### config.mk
export PLATFORM = sky130hd
export DESIGN_NAME = shift_cmd_seq
export DESIGN_NICKNAME = d
export VERILOG_FILES = /design/src/rtl/shift_cmd_seq.sv
export SDC_FILE = /design/constraint.sdc
export NUM_CORES = 1
export LEC_CHECK = 0
export ABC_CLOCK_PERIOD_IN_PS = 1500
export CORE_MARGIN = 5
export CORE_UTILIZATION = 27
export CTS_CLUSTER_SIZE = 24
export DETAILED_ROUTE_END_ITERATION = 8
export MAX_ROUTING_LAYER = met4
export SLEW_MARGIN = 20
export SYNTH_ARGS = -nofsm -noshare
export SYNTH_HDL_FRONTEND = slang
export SYNTH_SLANG_ARGS = --single-unit
export TNS_END_PERCENT = 30
### constraint.sdc
create_clock -name clk -period 1.5 [get_ports clk]
set_input_delay 0.45 -clock clk [delete_from_list [all_inputs] [get_ports clk]]
set_output_delay 0.45 -clock clk [all_outputs]
set_load 0.05 [all_outputs]
### src/rtl/shift_cmd_seq.sv
// Command sequencer for a downstream shift register: accepts a mode/data/count
// command, enables the register for count cycles, then pulses done.
module shift_cmd_seq #(
  parameter int CNT_W = 4
) (
  input  logic             clk,
  input  logic             reset,
  input  logic             cmd_valid,
  output logic             cmd_ready,
  input  logic [2:0]       cmd_mode,
  input  logic [7:0]       cmd_data,
  input  logic [CNT_W-1:0] cmd_count,
  input  logic             abort,
  output logic             sr_enable,
  output logic [2:0]       sr_shift_direction,
  output logic [7:0]       sr_data_in,
  output logic             busy,
  output logic             done,
  output logic             done_aborted
);

  typedef enum logic [1:0] {
    IDLE = 2'd0,
    RUN  = 2'd1,
    DONE = 2'd2
  } state_t;

  localparam logic [CNT_W:0] CNT_ONE  = {{CNT_W{1'b0}}, 1'b1};
  localparam logic [CNT_W:0] CNT_FULL = {1'b1, {CNT_W{1'b0}}};

  state_t         state_reg;
  logic [CNT_W:0] cnt_reg;
  logic           last_run_cycle;

  assign last_run_cycle = (cnt_reg == CNT_ONE);

  // Every output is a register updated alongside the state, so no input
  // reaches an output without passing through a flop.
  always_ff @(posedge clk or negedge reset) begin
    if (!reset) begin
      state_reg          <= IDLE;
      cnt_reg            <= '0;
      cmd_ready          <= 1'b1;
      sr_enable          <= 1'b0;
      sr_shift_direction <= 3'b000;
      sr_data_in         <= 8'h00;
      busy               <= 1'b0;
      done               <= 1'b0;
      done_aborted       <= 1'b0;
    end else begin
      case (state_reg)
        IDLE: begin
          if (cmd_valid && cmd_ready) begin
            state_reg          <= RUN;
            sr_shift_direction <= cmd_mode;
            sr_data_in         <= cmd_data;
            // A zero count stands for the full 2^CNT_W range.
            cnt_reg            <= (cmd_count == '0) ? CNT_FULL : {1'b0, cmd_count};
            cmd_ready          <= 1'b0;
            sr_enable          <= 1'b1;
            busy               <= 1'b1;
          end
        end

        RUN: begin
          cnt_reg <= cnt_reg - CNT_ONE;
          if (last_run_cycle || abort) begin
            state_reg    <= DONE;
            sr_enable    <= 1'b0;
            done         <= 1'b1;
            // Normal completion wins over an abort on the final count edge.
            done_aborted <= !last_run_cycle;
          end
        end

        DONE: begin
          state_reg    <= IDLE;
          done         <= 1'b0;
          done_aborted <= 1'b0;
          busy         <= 1'b0;
          cmd_ready    <= 1'b1;
        end

        default: begin
          state_reg    <= IDLE;
          cnt_reg      <= '0;
          cmd_ready    <= 1'b1;
          sr_enable    <= 1'b0;
          busy         <= 1'b0;
          done         <= 1'b0;
          done_aborted <= 1'b0;
        end
      endcase
    end
  end

endmodule

==> out/results.md, run 1 <==
• net switching share of the total power: 0.431
• portion of total power attributed to sequential cells: 0.289
• total of buffers placed on input and output ports: 34
• portion of total power attributed to the clock network: 0.086
• Die Width: 73.1 um
• worst-case clock skew: 0.00405 ns
• total of max-cap violations: 0
• ordered cell list for the critical path: buf_12
• antenna cell count: 0
• number of buffers added by the clock tree synthesis step: 3
• total setup violations reported at the end of the flow: 0
• TritonCTS clock tree: yes
• wire length of the first global-routing pass: 4710 um
• sum of overflow across all layers after global routing: 0
• Worst Path Class, Setup: flip-flop to output port
• synthesized area divided by synthesized cell count: 12.8 um^2
• antenna violations before repair: 0
• Worst path slowest cell: sky130_fd_sc_hd__dfstp_2
• Commonest cells post-synth: sky130_fd_sc_hd__dfrtp_1, sky130_fd_sc_hd__mux2_2, sky130_fd_sc_hd__nor2_1
• dominant cell type by area after synthesis: sky130_fd_sc_hd__dfrtp_1
• setup repair after global routing missed its margin: true
• crit path time final: 1.47 ns
• vias per inst: 4.82
• share of the yosys chip area belonging to registers: 0.536
• result of the run: finished, final reports clean
• row count: 23
• floorplan die area: 0.00535 mm^2
• met2 track demand over resource: 0.193
• number of synthesized flops with an enable pin: 0
• io pins: 35
• register-to-register path setup slack: 0.03 ns
• top-area cell type share of the netlist area: 0.512
• setup tns final: 0 ns
• antenna violation net count after detailed routing: 0
• post-DR wirelength/cell: 15.9 um
• Post-Place Setup Slack: -0.315 ns
• number of buffer and inverter instances along the worst setup path: 1
• worst slew pin tran: 0.363 ns
• Synth Net Count: 105
• hold-fix buffer count after cts: 0
• part of the power in combinational logic: 0.626
• Layout Area Growth over Synthesis: 63.6%
• worst min-delay path category: input port to async pin
• pwr/cell area: 2580 mW/mm^2
• fraction of layout cells with a size suffix above 1: 0.400
• Largest stage delay, worst path: 0.60 ns
• Die Ht: 73.1 um
• number of flip-flops in the largest register: 8
• weighted congestion reported at the end of routability-driven placement: 0.903
• Num Clock Sinks: 23
• required time at the worst-slack endpoint: 1.05 ns
• count of vias placed by the detailed router: 867
• Top Family by Delay on Critical Path: flip-flops
• Slew Limit Fails: 0
• cell types occupying the most area after synthesis: sky130_fd_sc_hd__dfrtp_1, sky130_fd_sc_hd__mux2_2, sky130_fd_sc_hd__dfstp_2
• number of unique standard cell types used by synthesis: 37
• via count of the first global-routing pass: 1005
• maximum number of pins on one net before global-route repair: 14
• utilization after layout: 0.447
• starting DRC count in detailed routing: 21
• top fanout value on the critical path: 4
• Clock Root Buffer: sky130_fd_sc_hd__clkbuf_8
• predominant post-synthesis flop cell: sky130_fd_sc_hd__dfrtp_1
• insertion delay of the later-clocked pin in the worst-skew pair: 0.27 ns
• Synth Register Bits: 23
• iteration count of the initial detailed-routing pass: 4
• most frequent cell after synthesis: sky130_fd_sc_hd__dfrtp_1
• Post-DP HPWL: 2200 um
• overall routed net length: 2870 um
• Fin. Hold Viols: 0
• crit start category: flip-flop
• CTS H-tree lvls: 1
• post-detailed-route DRC marker count: 0
• count of synthesis-stage warnings from yosys: 0
• met1 Use GR: 0.134
• endpoint kind of the worst setup timing path: output port
• total routing usage reported by global routing: 0.119
• fin crit share: 0.982
• Async SR Flop Fraction: 1.00
• initial core utilization: 0.273
• synthesized netlist cell count: 84
• P_leak: 0.759 nW
• Hold WS: 0.384 ns
• Floorplan Core Area: 0.00394 mm^2
• arrival time worst endpoint: 1.02 ns
• clock buffer depth: 2
• Max Clock Freq: 679 MHz
• switching power total: 1.96 mW
• cell area after technology mapping: 0.00108 mm^2
• Total Nets Final: 152
• global-route track usage on met3: 0.0303
• maximum ir drop on the vdd rail: 1.12 mV
• Power Internal: 2.58 mW
• most crowded layer after global routing: met2
• post-CTS clock slew at the launch and capture registers of the worst setup and hold paths: 0.08 ns
• relative max-transition margin: 0.758
• final setup slack of the worst path: 0.0276 ns
• count of fill cells added during filler insertion: 357
==> worst register-to-register path, delay by kind of cell (launching register included) <==
kind                   cells  cell delay, ns
AND/OR/NAND/NOR            2            0.26
buffers and inverters      1            0.16
flip-flops                 1            0.60
multiplexers               1            0.33
==> layout by cell type (no fill, tap or decap), types with 3 or more instances in the layout <==
| cell type | instances |
|---|---|
| sky130_fd_sc_hd__buf_12 | 17 |
| sky130_fd_sc_hd__clkbuf_8 | 3 |
| sky130_fd_sc_hd__mux2_2 | 11 |
| sky130_fd_sc_hd__o2bb2ai_1 | 3 |
| sky130_fd_sc_hd__buf_4 | 10 |
| sky130_fd_sc_hd__nor2_1 | 6 |
| sky130_fd_sc_hd__clkdlybuf4s50_1 | 17 |
| sky130_fd_sc_hd__dfrtp_1 | 22 |
| sky130_fd_sc_hd__inv_1 | 5 |
==> stage by stage <==
stage                     power [mW]  instance area (um^2)  instances
final                           4.54                  1760        180
after floorplan                 2.72                  1080         84
after global placement          4.05                  1690        174
after global routing            4.78                  1760        180
after CTS                       4.55                  1740        179
after detailed placement        4.13                  1690        174
==> repair_timing <==
action	in CTS	in global routing
buffers inserted	1	1
endpoints found under the setup margin	11	14
gates resized for setup	1	2
==> layout make-up <==
type | count | area, um^2 | area share
timing repair buffer | 45 | 594 | 0.338
sequential | 23 | 577 | 0.328
multi-input combinational | 53 | 462 | 0.262
tap | 50 | 62.6 | 0.0355
clock buffer | 3 | 41.3 | 0.0235
inverter | 5 | 18.8 | 0.0107
clock inverter | 1 | 5.00 | 0.00284
==> logic make-up after synthesis <==
kind of cell    share of synthesized area
compound gates                      0.128
buf+inv                            0.0477
simple gates                        0.141
flops                               0.536
fa+ha+maj                          0.0233
mux                                 0.124
==> metal layers <==
metal | vias up | share of wire
li1 | 397 | -
met1 | 413 | 0.41
met2 | 46 | 0.48
met3 | 11 | 0.067
met4 | 0 | 0.036
met5 | - | 0
==> path summary, 6_finish.rpt <==
kind / to / startpoint / cells after the start
min in group clk: cmd_ready$_DFFE_PN1P_ / cmd_ready$_DFFE_PN1P_ / 2
max in group asynchronous: sr_data_in[5]$_DFFE_PN0P_ / reset / 2
worst min-delay path: state_reg[0]$_DFFE_PN0P_ / reset / 1
worst max register to register: sr_shift_direction[0]$_DFFE_PN0P_ / cmd_ready$_DFFE_PN1P_ / 4
worst min register to register: cmd_ready$_DFFE_PN1P_ / cmd_ready$_DFFE_PN1P_ / 2
worst max-delay path: cmd_ready / cmd_ready$_DFFE_PN1P_ / 1
==> power by group through the flow <==
stage	Sequential [mW]	Clock [mW]	Combinational, mW
2_1_floorplan	1.91	0	0.803
3_5_place_dp	1.31	0	2.82
3_3_place_gp	1.29	0	2.77
6_report	1.31	0.389	2.84
4_1_cts	1.30	0.413	2.83
5_1_grt	1.35	0.433	2.99
No activity file was read; power rests on OpenSTA's default activity.
==> run 2, diff against run 1 <==
--- a/config.mk
+++ b/config.mk
@@ -11,6 +11,7 @@
 export CTS_CLUSTER_SIZE = 24
 export DETAILED_ROUTE_END_ITERATION = 8
 export MAX_ROUTING_LAYER = met4
+export PLACE_DENSITY = 0.53
 export SLEW_MARGIN = 20
 export SYNTH_ARGS = -nofsm -noshare
 export SYNTH_HDL_FRONTEND = slang
==> out/results.md, run 2 (synthesized netlist as in run 1, its figures left out) <==
• number of buffers added by the clock tree synthesis step: 3, unchanged
• met2 track demand over resource: 0.147, -0.0457
• ordered cell list for the critical path: buf_12
• endpoint kind of the worst setup timing path: output port
• total of max-cap violations: 0, unchanged
• Worst path slowest cell: sky130_fd_sc_hd__dfstp_2
• P_leak: 0.748 nW, -1.5%
• global-route track usage on met3: 0.0386, +0.00826
• starting DRC count in detailed routing: 90, +330%
• cell count of the worst reg-to-reg path: 4, unchanged
• post-CTS clock slew at the launch and capture registers of the worst setup and hold paths: 0.09 ns, about the same
• met1 Use GR: 0.146, +0.0117
• count of vias placed by the detailed router: 844, -2.7%
• maximum ir drop on the vdd rail: 1.24 mV, +11%
• worst min-delay path category: input port to async pin
• Layout Area Growth over Synthesis: 63.1%
• Total Nets Final: 150, -1.3%
• required time at the worst-slack endpoint: 1.05 ns, about the same
• Top Family by Delay on Critical Path: flip-flops
• commonest cells after routing, fill and taps aside: sky130_fd_sc_hd__dfrtp_1, sky130_fd_sc_hd__clkdlybuf4s50_1, sky130_fd_sc_hd__buf_12
• setup repair after global routing missed its margin: false
• floorplan die area: 0.00535 mm^2, unchanged
• most common library cell in the layout ignoring fill and taps: sky130_fd_sc_hd__dfrtp_1
• relative max-transition margin: 0.762, +0.00359
• initial core utilization: 0.273, unchanged
• fin crit share: 0.965, -0.0163
• row count: 23, unchanged
• Slew Limit Fails: 0, unchanged
• top fanout value on the critical path: 4, unchanged
• total setup violations reported at the end of the flow: 0, unchanged
• insertion delay of the later-clocked pin in the worst-skew pair: 0.27 ns, about the same
• overall routed net length: 2530 um, -12%
• total of buffers placed on input and output ports: 34, unchanged
• post-route cell area: 0.00176 mm^2, -0.28%
• total routing usage reported by global routing: 0.107, -0.0119
• Fin. Hold Viols: 0, unchanged
• TritonCTS clock tree: yes
• post-detailed-route DRC marker count: 0, unchanged
• total placed instance area: 0.00169 mm^2, unchanged
• via count of the first global-routing pass: 892, -11%
• Die Width: 73.1 um, unchanged
• Post CTS Setup Buffer Count: 0, -1
• Num Clock Sinks: 23, unchanged
• crit path time final: 1.45 ns, -0.0244 ns
• fraction of layout cells with a size suffix above 1: 0.391, -0.00938
• maximum number of pins on one net before global-route repair: 24, +10
• number of buffer and inverter instances along the worst setup path: 1, unchanged
• worst-case clock skew: 0.00503 ns, +0.000978 ns
• arrival time worst endpoint: 1.00 ns, -0.02 ns
• weighted congestion reported at the end of routability-driven placement: 0.713, -21%
• Largest stage delay, worst path: 0.59 ns, about the same
• worst slew pin tran: 0.357 ns, -0.00538 ns
• Worst Path Class, Setup: flip-flop to output port
• Die Ht: 73.1 um, unchanged
• Max Clock Freq: 691 MHz, +1.7%
• Post-DP HPWL: 1950 um, -11%
• CTS H-tree lvls: 1, unchanged
• number of flip-flops in the largest register: 8, unchanged
• iteration count of the initial detailed-routing pass: 4, unchanged
• result of the run: finished, final reports clean
• antenna cell count: 0, unchanged
• antenna violation net count after detailed routing: 0, unchanged
• Crit Reg-Reg Endpoint: sr_shift_direction[2]$_DFFE_PN0P_
• post-DR wirelength/cell: 14.2 um, -11%
• antenna violations before repair: 0, unchanged
• wire length of the first global-routing pass: 4270 um, -9.2%
• sum of overflow across all layers after global routing: 0, unchanged
• clock buffer depth: 2, unchanged
• origin of the critical flop-to-flop path: cmd_ready$_DFFE_PN1P_
• most crowded layer after global routing: met2
• register-to-register path setup slack: 0.07 ns, +0.04 ns
• Floorplan Core Area: 0.00394 mm^2, unchanged
• io pins: 35, unchanged
• crit start category: flip-flop
• Clock Root Buffer: sky130_fd_sc_hd__clkbuf_8
• vias per inst: 4.74, -1.6%
• post-layout total power: 4.47 mW, -1.5%
• pwr/cell area: 2550 mW/mm^2, -1.2%
==> run 2: cell types whose count changed in the layout (fill, tap and decap cells not counted), sizes merged <==
cell / change
buf: -2
clkinv: -1
clkinvlp: +1
==> run 2: where the power goes <==
part / leakage [nW] / total (mW) / switching (mW) / internal (mW)
combinational: 0.450 / 2.77 / 1.34 / 1.43
clock: 0.0217 / 0.396 / 0.209 / 0.188
sequential: 0.277 / 1.31 / 0.366 / 0.941
==> run 2: final cells by class <==
type	instances	area [um^2]
Clock inverter	1	7.51
Timing Repair Buffer	43	587
Tap cell	50	62.6
Fill cell	365	2190
Clock buffer	3	41.3
Inverter	5	18.8
Sequential cell	23	577
Multi-Input combinational cell	53	462
==> run 2: worst max-delay path by stage <==
| stage | slack [ns] | depth (start not counted) | endpoint | start |
|---|---|---|---|---|
| 2_1_floorplan | -0.15 | 4 | sr_data_in[0]$_DFFE_PN0P_ | cmd_ready$_DFFE_PN1P_ |
| 3_3_place_gp | -0.28 | 5 | sr_data_in[3]$_DFFE_PN0P_ | cmd_valid |
| 3_5_place_dp | -0.31 | 5 | sr_data_in[7]$_DFFE_PN0P_ | cmd_valid |
| 4_1_cts | -0.02 | 4 | sr_shift_direction[2]$_DFFE_PN0P_ | cmd_ready$_DFFE_PN1P_ |
| 5_1_grt | 0.0007 | 4 | sr_shift_direction[1]$_DFFE_PN0P_ | cmd_ready$_DFFE_PN1P_ |
| 6_report | 0.05 | 1 | cmd_ready | cmd_ready$_DFFE_PN1P_ |
==> run 2: per-stage QoR <==
step | worst slack (ns) | hold WS (ns) | utilization | cells | TNS, ns
3_3_place_gp | -0.276 | 0.505 | 0.428 | 174 | -3.88
4_1_cts | -0.0160 | 0.524 | 0.444 | 178 | -0.0942
2_1_floorplan | -0.154 | 0.154 | - | 84 | -1.02
5_1_grt | 0.000674 | 0.524 | 0.445 | 178 | 0
3_5_place_dp | -0.306 | 0.531 | 0.428 | 174 | -4.34
6_report | 0.0520 | 0.527 | 0.445 | 178 | 0
==> run 2: routing by layer <==
layer | wire length (um) | up-vias
met1 | 1200 | 414
met3 | 148 | 2
met4 | 19 | 0
li1 | - | 393
met5 | 0 | -
met2 | 1160 | 35
==> run 2: timing repair <==
item | in CTS | in global routing
pin swaps | 1 | 1
hold buffers | 0 | 0
resized for setup | 4 | 1
hold endpoints to repair | 0 | 0
endpoints found under the setup margin | 12 | 12
==> RTL change 1 (flow settings as in run 1) <==
Reset style: synchronous (`reset`), changed in one clocked block.
--- a/src/rtl/shift_cmd_seq.sv
+++ b/src/rtl/shift_cmd_seq.sv
@@ -38,3 +38,3 @@
   // reaches an output without passing through a flop.
-  always_ff @(posedge clk or negedge reset) begin
+  always_ff @(posedge clk) begin
     if (!reset) begin
Behaviour: differs if reset is asserted again (counterexample within 4 cycles, from zero or initial values and one cycle with reset low); with reset held inactive, the same outputs for 10 cycles.
==> RTL change 1 against run 1 <==
- first-iteration DRC count grew to 2.8 times the old value
- sequential share of layout area down 5.6 points
- core utilization up 1.9 points
- synthesized area fell by 5.2%
- hold slack gained 100 ps
- wire length up 3.1%
- final area is 3.1% lower
- setup slack improved by 19 ps
- cell count rose by 16%
- clock skew rose by 0.61 ps
- sequential cell count unchanged
Power is not compared: it rests on default switching activity, and its combinational part moved more than twofold at a synthesized area within 25%.
==> RTL change 1: results <==
export IMPL_outcome="complete, no violations"
export IMPL_drv_slew=0
export IMPL_place_area_um2=1644
export IMPL_syn_num_nets=138
export IMPL_ys_types=36
export IMPL_first_global_vias=1053
export IMPL_via_per_inst=5.005
export IMPL_worstHoldPathType="reg2reg"
export IMPL_hpwl_mm=2.320
export IMPL_dr_wl_met3_um=128
export IMPL_track_usage_pct=12.39
export IMPL_ys_seq_area_share_pct=45.15
export IMPL_wl_met1_mm=1.136
export IMPL_path_max_fanout=6
export IMPL_gp_congestion=0.8104
export IMPL_drive_above_1_share_pct=25.62
export IMPL_nFillCells=345
export IMPL_ys_async_sr_fraction_pct=0
export IMPL_first_pass_iters=5
export IMPL_wl_met2_mm=1.594
export IMPL_first_iter_violations=59
export IMPL_totalWireLength_mm=2.953
export IMPL_grt_max_degree=15
export IMPL_fin_worst_skew_ps=4.655
export IMPL_synth_common_cells="nand2_1, dfxtp_1, a21oi_1"
export IMPL_grt_pass1_wl_mm=4.892
export IMPL_relSlewSlack_pct=64.71
export IMPL_nets=182
export IMPL_n_antenna_cell=0
export IMPL_synthFlopType="dfxtp_1"
[RTL change 1: metrics by stage]
stage / power, mW / instances / hold WS, ps / setup WS (ps)
after floorplan: 1.003 / 117 / 465.5 / 23.31
after global placement: 1.268 / 204 / 477.2 / -218.8
after detailed placement: 1.286 / 204 / 482.0 / -283.3
after CTS: 1.681 / 208 / 494.9 / 3.414
after global routing: 1.743 / 208 / 513.2 / -35.07
final: 1.674 / 208 / 487.2 / 46.09
[RTL change 1: cells by family after synthesis]
family          after synthesis  share of synthesized area [%]
simple gates                 43                          22.82
buf+inv                      10                          4.171
fa+ha+maj                     2                          2.454
flops                        23                          45.15
compound gates               38                          24.54
xor+xnor                      1                         0.8591
[RTL change 1: cell type report]
class	instances	area (µm²)	share of cell area, %
clock buffers	3	41.29	2.421
well taps	48	60.06	3.522
inverters	5	18.77	1.101
repair buffers	44	590.6	34.63
flip-flops and latches	23	462.9	27.15
multi-input cells	84	526.8	30.89
clock inverters	1	5.005	0.2935
[RTL change 1: critical path: stages (launching register included)]
cell and delay, ps:
dfxtp_2 360, inv_1 70, ha_2 180, or3b_4 390, o2bb2a_4 220, o22ai_1 160
[RTL change 1: worst paths after layout]
path | start | endpoint | slack [ps] | cells past startpoint
max | cnt_reg[0] | cnt_reg[4] | 50 | 5
min | done | done | 490 | 2
max reg2reg | cnt_reg[0] | cnt_reg[4] | 50 | 5
min reg2reg | done | done | 490 | 2
[RTL change 1: per-layer routing]
| metal | vias to the layer above | GRT usage [%] |
|---|---|---|
| li1 | 504 | - |
| met1 | 496 | 13.50 |
| met2 | 35 | 21.02 |
| met3 | 6 | 1.823 |
| met4 | 0 | 7.724 |
| met5 | - | - |
[RTL change 1: power by group through the flow]
stage                     Combinational (mW)  Sequential, mW  Clock, mW
final                                  0.545           0.733      0.396
after global routing                   0.578           0.742      0.423
after CTS                              0.544           0.734      0.403
after detailed placement               0.540           0.747          0
after global placement                 0.526           0.742          0
after floorplan                        0.176           0.827          0
[RTL change 1: what timing repair did]
| action | 4_1_cts | 5_1_grt |
|---|---|---|
| cloned | 0 | 0 |
| pin swaps | 0 | 1 |
| resized for setup | 3 | 4 |
| endpoints found under the setup margin | 3 | 6 |
| buffers inserted | 0 | 0 |
==> RTL change 2 (flow settings as in run 1) <==
Without the edit above. The 3 states of `state_t` get a one-hot encoding in 3 bits.
--- a/src/rtl/shift_cmd_seq.sv
+++ b/src/rtl/shift_cmd_seq.sv
@@ -21,6 +21,6 @@
 
-  typedef enum logic [1:0] {
-    IDLE = 2'd0,
-    RUN  = 2'd1,
-    DONE = 2'd2
+  typedef enum logic [2:0] {
+    IDLE = 3'b001,
+    RUN  = 3'b010,
+    DONE = 3'b100
   } state_t;
Behaviour: same outputs for any inputs over 10 cycles, from zero or initial values and one cycle with reset low; not proved beyond that.
==> RTL change 2 against run 1 <==
- the run now ends with negative setup slack left
- power grew 13%
- sequential share of layout area shrank 2.9 points
- final area grew 15%
- global-route usage grew 0.97 points
- wire length grew 6.1%
- highest routed layer unchanged
- hold slack gained 140 ps
- setup slack lost 49 ps
- synthesized area grew 3.4%
- critical path type is now reg2reg
- fmax shrank 3.2%
- sequential cell count grew 1
==> RTL change 2: results <==
export IMPL_setup_viol=5
export IMPL_worstSetupPathType="reg2reg"
export IMPL_grt_max_degree=25
export IMPL_startpoint="state_reg[0]"
export IMPL_arrival_ps=1680
export IMPL_fin_worst_skew_ps=5.309
export IMPL_gp_congestion=0.8379
export IMPL_outcome="finished with violations"
export IMPL_wire_per_inst_um=15.28
export IMPL_setup_ws_ps=-20.93
export IMPL_hpwl_mm=2.281
export IMPL_ys_types=30
export IMPL_power_switching_mw=2.138
export IMPL_stdcell_count=199
export IMPL_track_usage_pct=12.82
export IMPL_synth_common_cells="dfrtp_1, mux2_2, nor2_1"
export IMPL_final_setup_tns_ps=-77.25
export IMPL_power_leakage_nw=0.9086
export IMPL_dp_slack_ps=-435.7
export IMPL_r2r_end="sr_data_in[7]"
export IMPL_path_max_fanout=12
export IMPL_first_global_vias=1124
export IMPL_synth_area_leaders="dfrtp_1, mux2_2, dfstp_2"
export IMPL_grt_pass1_wl_mm=5.223
export IMPL_via_per_inst=4.844
export IMPL_nets=171
export IMPL_syn_num_nets=113
export IMPL_dp_cells=194
export IMPL_synthCells=92
export IMPL_vdd_ir_drop_max_v=0.001328
export IMPL_relSlewSlack_pct=80.11
export IMPL_drive_above_1_share_pct=46.31
export IMPL_violations="negative setup slack"
export IMPL_first_iter_violations=42
export IMPL_ys_seq_area_share_pct=54.22
==> RTL change 2: changes by cell type in the layout (fill, tap and decap cells not counted), moves of 2 or more <==
cell     change
inv_1        -3
buf_6        +4
ha_4         +2
mux2_2       -9
a21oi_1      +2
mux2_4       +9
o21ai_0      +3
buf_4        +7
ha_1         -2
mux2i_1      +3
nor2_1       +2
==> RTL change 2: cells by family after synthesis <==
family / Yosys count / share of synthesized area (%)
compound gates: 20 / 11.92
fa+ha+maj: 2 / 2.249
buf+inv: 7 / 3.937
flops: 24 / 54.22
mux: 15 / 14.74
simple gates: 24 / 12.94
==> RTL change 2: metal layers <==
metal / track usage [%] / part of all wire (%)
met4: 6.237 / 2.4
met2: 21.56 / 50
met5: - / 0
met3: 3.649 / 6.8
met1: 13.81 / 41
==> RTL change 2: timing repair <==
action,in CTS,in global routing
pin swaps,1,2
setup buffers,1,0
endpoints found under the setup margin,18,18
cloned,0,0
resized for setup,8,18
==> RTL change 2: worst min path at each step <==
stage,from,to,slack [ps],cells after the start
after global routing,reset,sr_data_in[1],530,2
after global placement,busy,busy,540,2
after detailed placement,done_aborted,done_aborted,550,1
after CTS,reset,sr_shift_direction[0],520,2
final,reset,sr_data_in[1],520,2
after floorplan,reset,busy,150,0
==> RTL change 2: power groups by stage <==
stage | clock, mW | combinational (mW) | sequential, mW
after floorplan | 0 | 0.913 | 1.92
after global placement | 0 | 3.12 | 1.27
after detailed placement | 0 | 3.17 | 1.26
after CTS | 0.405 | 3.24 | 1.27
after global routing | 0.434 | 3.63 | 1.35
final | 0.388 | 3.44 | 1.30
==> RTL change 2: cell type report <==
type / count / area, µm²
clock buffer: 4 / 45.04
fill: 331 / 1978
inverter: 3 / 11.26
multi-input combinational: 61 / 588.1
sequential: 24 / 603.1
tap: 50 / 62.56
timing repair buffer: 57 / 711.9
==> RTL change 2: metrics by stage <==
stage          instance area, µm²  hold WS (ps)  util, %
2_1_floorplan                1139         154.4        -
3_3_place_gp                 1859         538.9    46.48
3_5_place_dp                 1859         550.0    46.48
4_1_cts                      1939         522.1    48.48
5_1_grt                      2022         532.4    50.55
6_report                     2022         520.8    50.55
==> RTL change 2: worst max-delay path, stage by stage (launching register included) <==
cell and delay, ps:
dfstp_2 540, nor3b_4 190, nor2b_4 200, buf_12 160, mux2_2 330
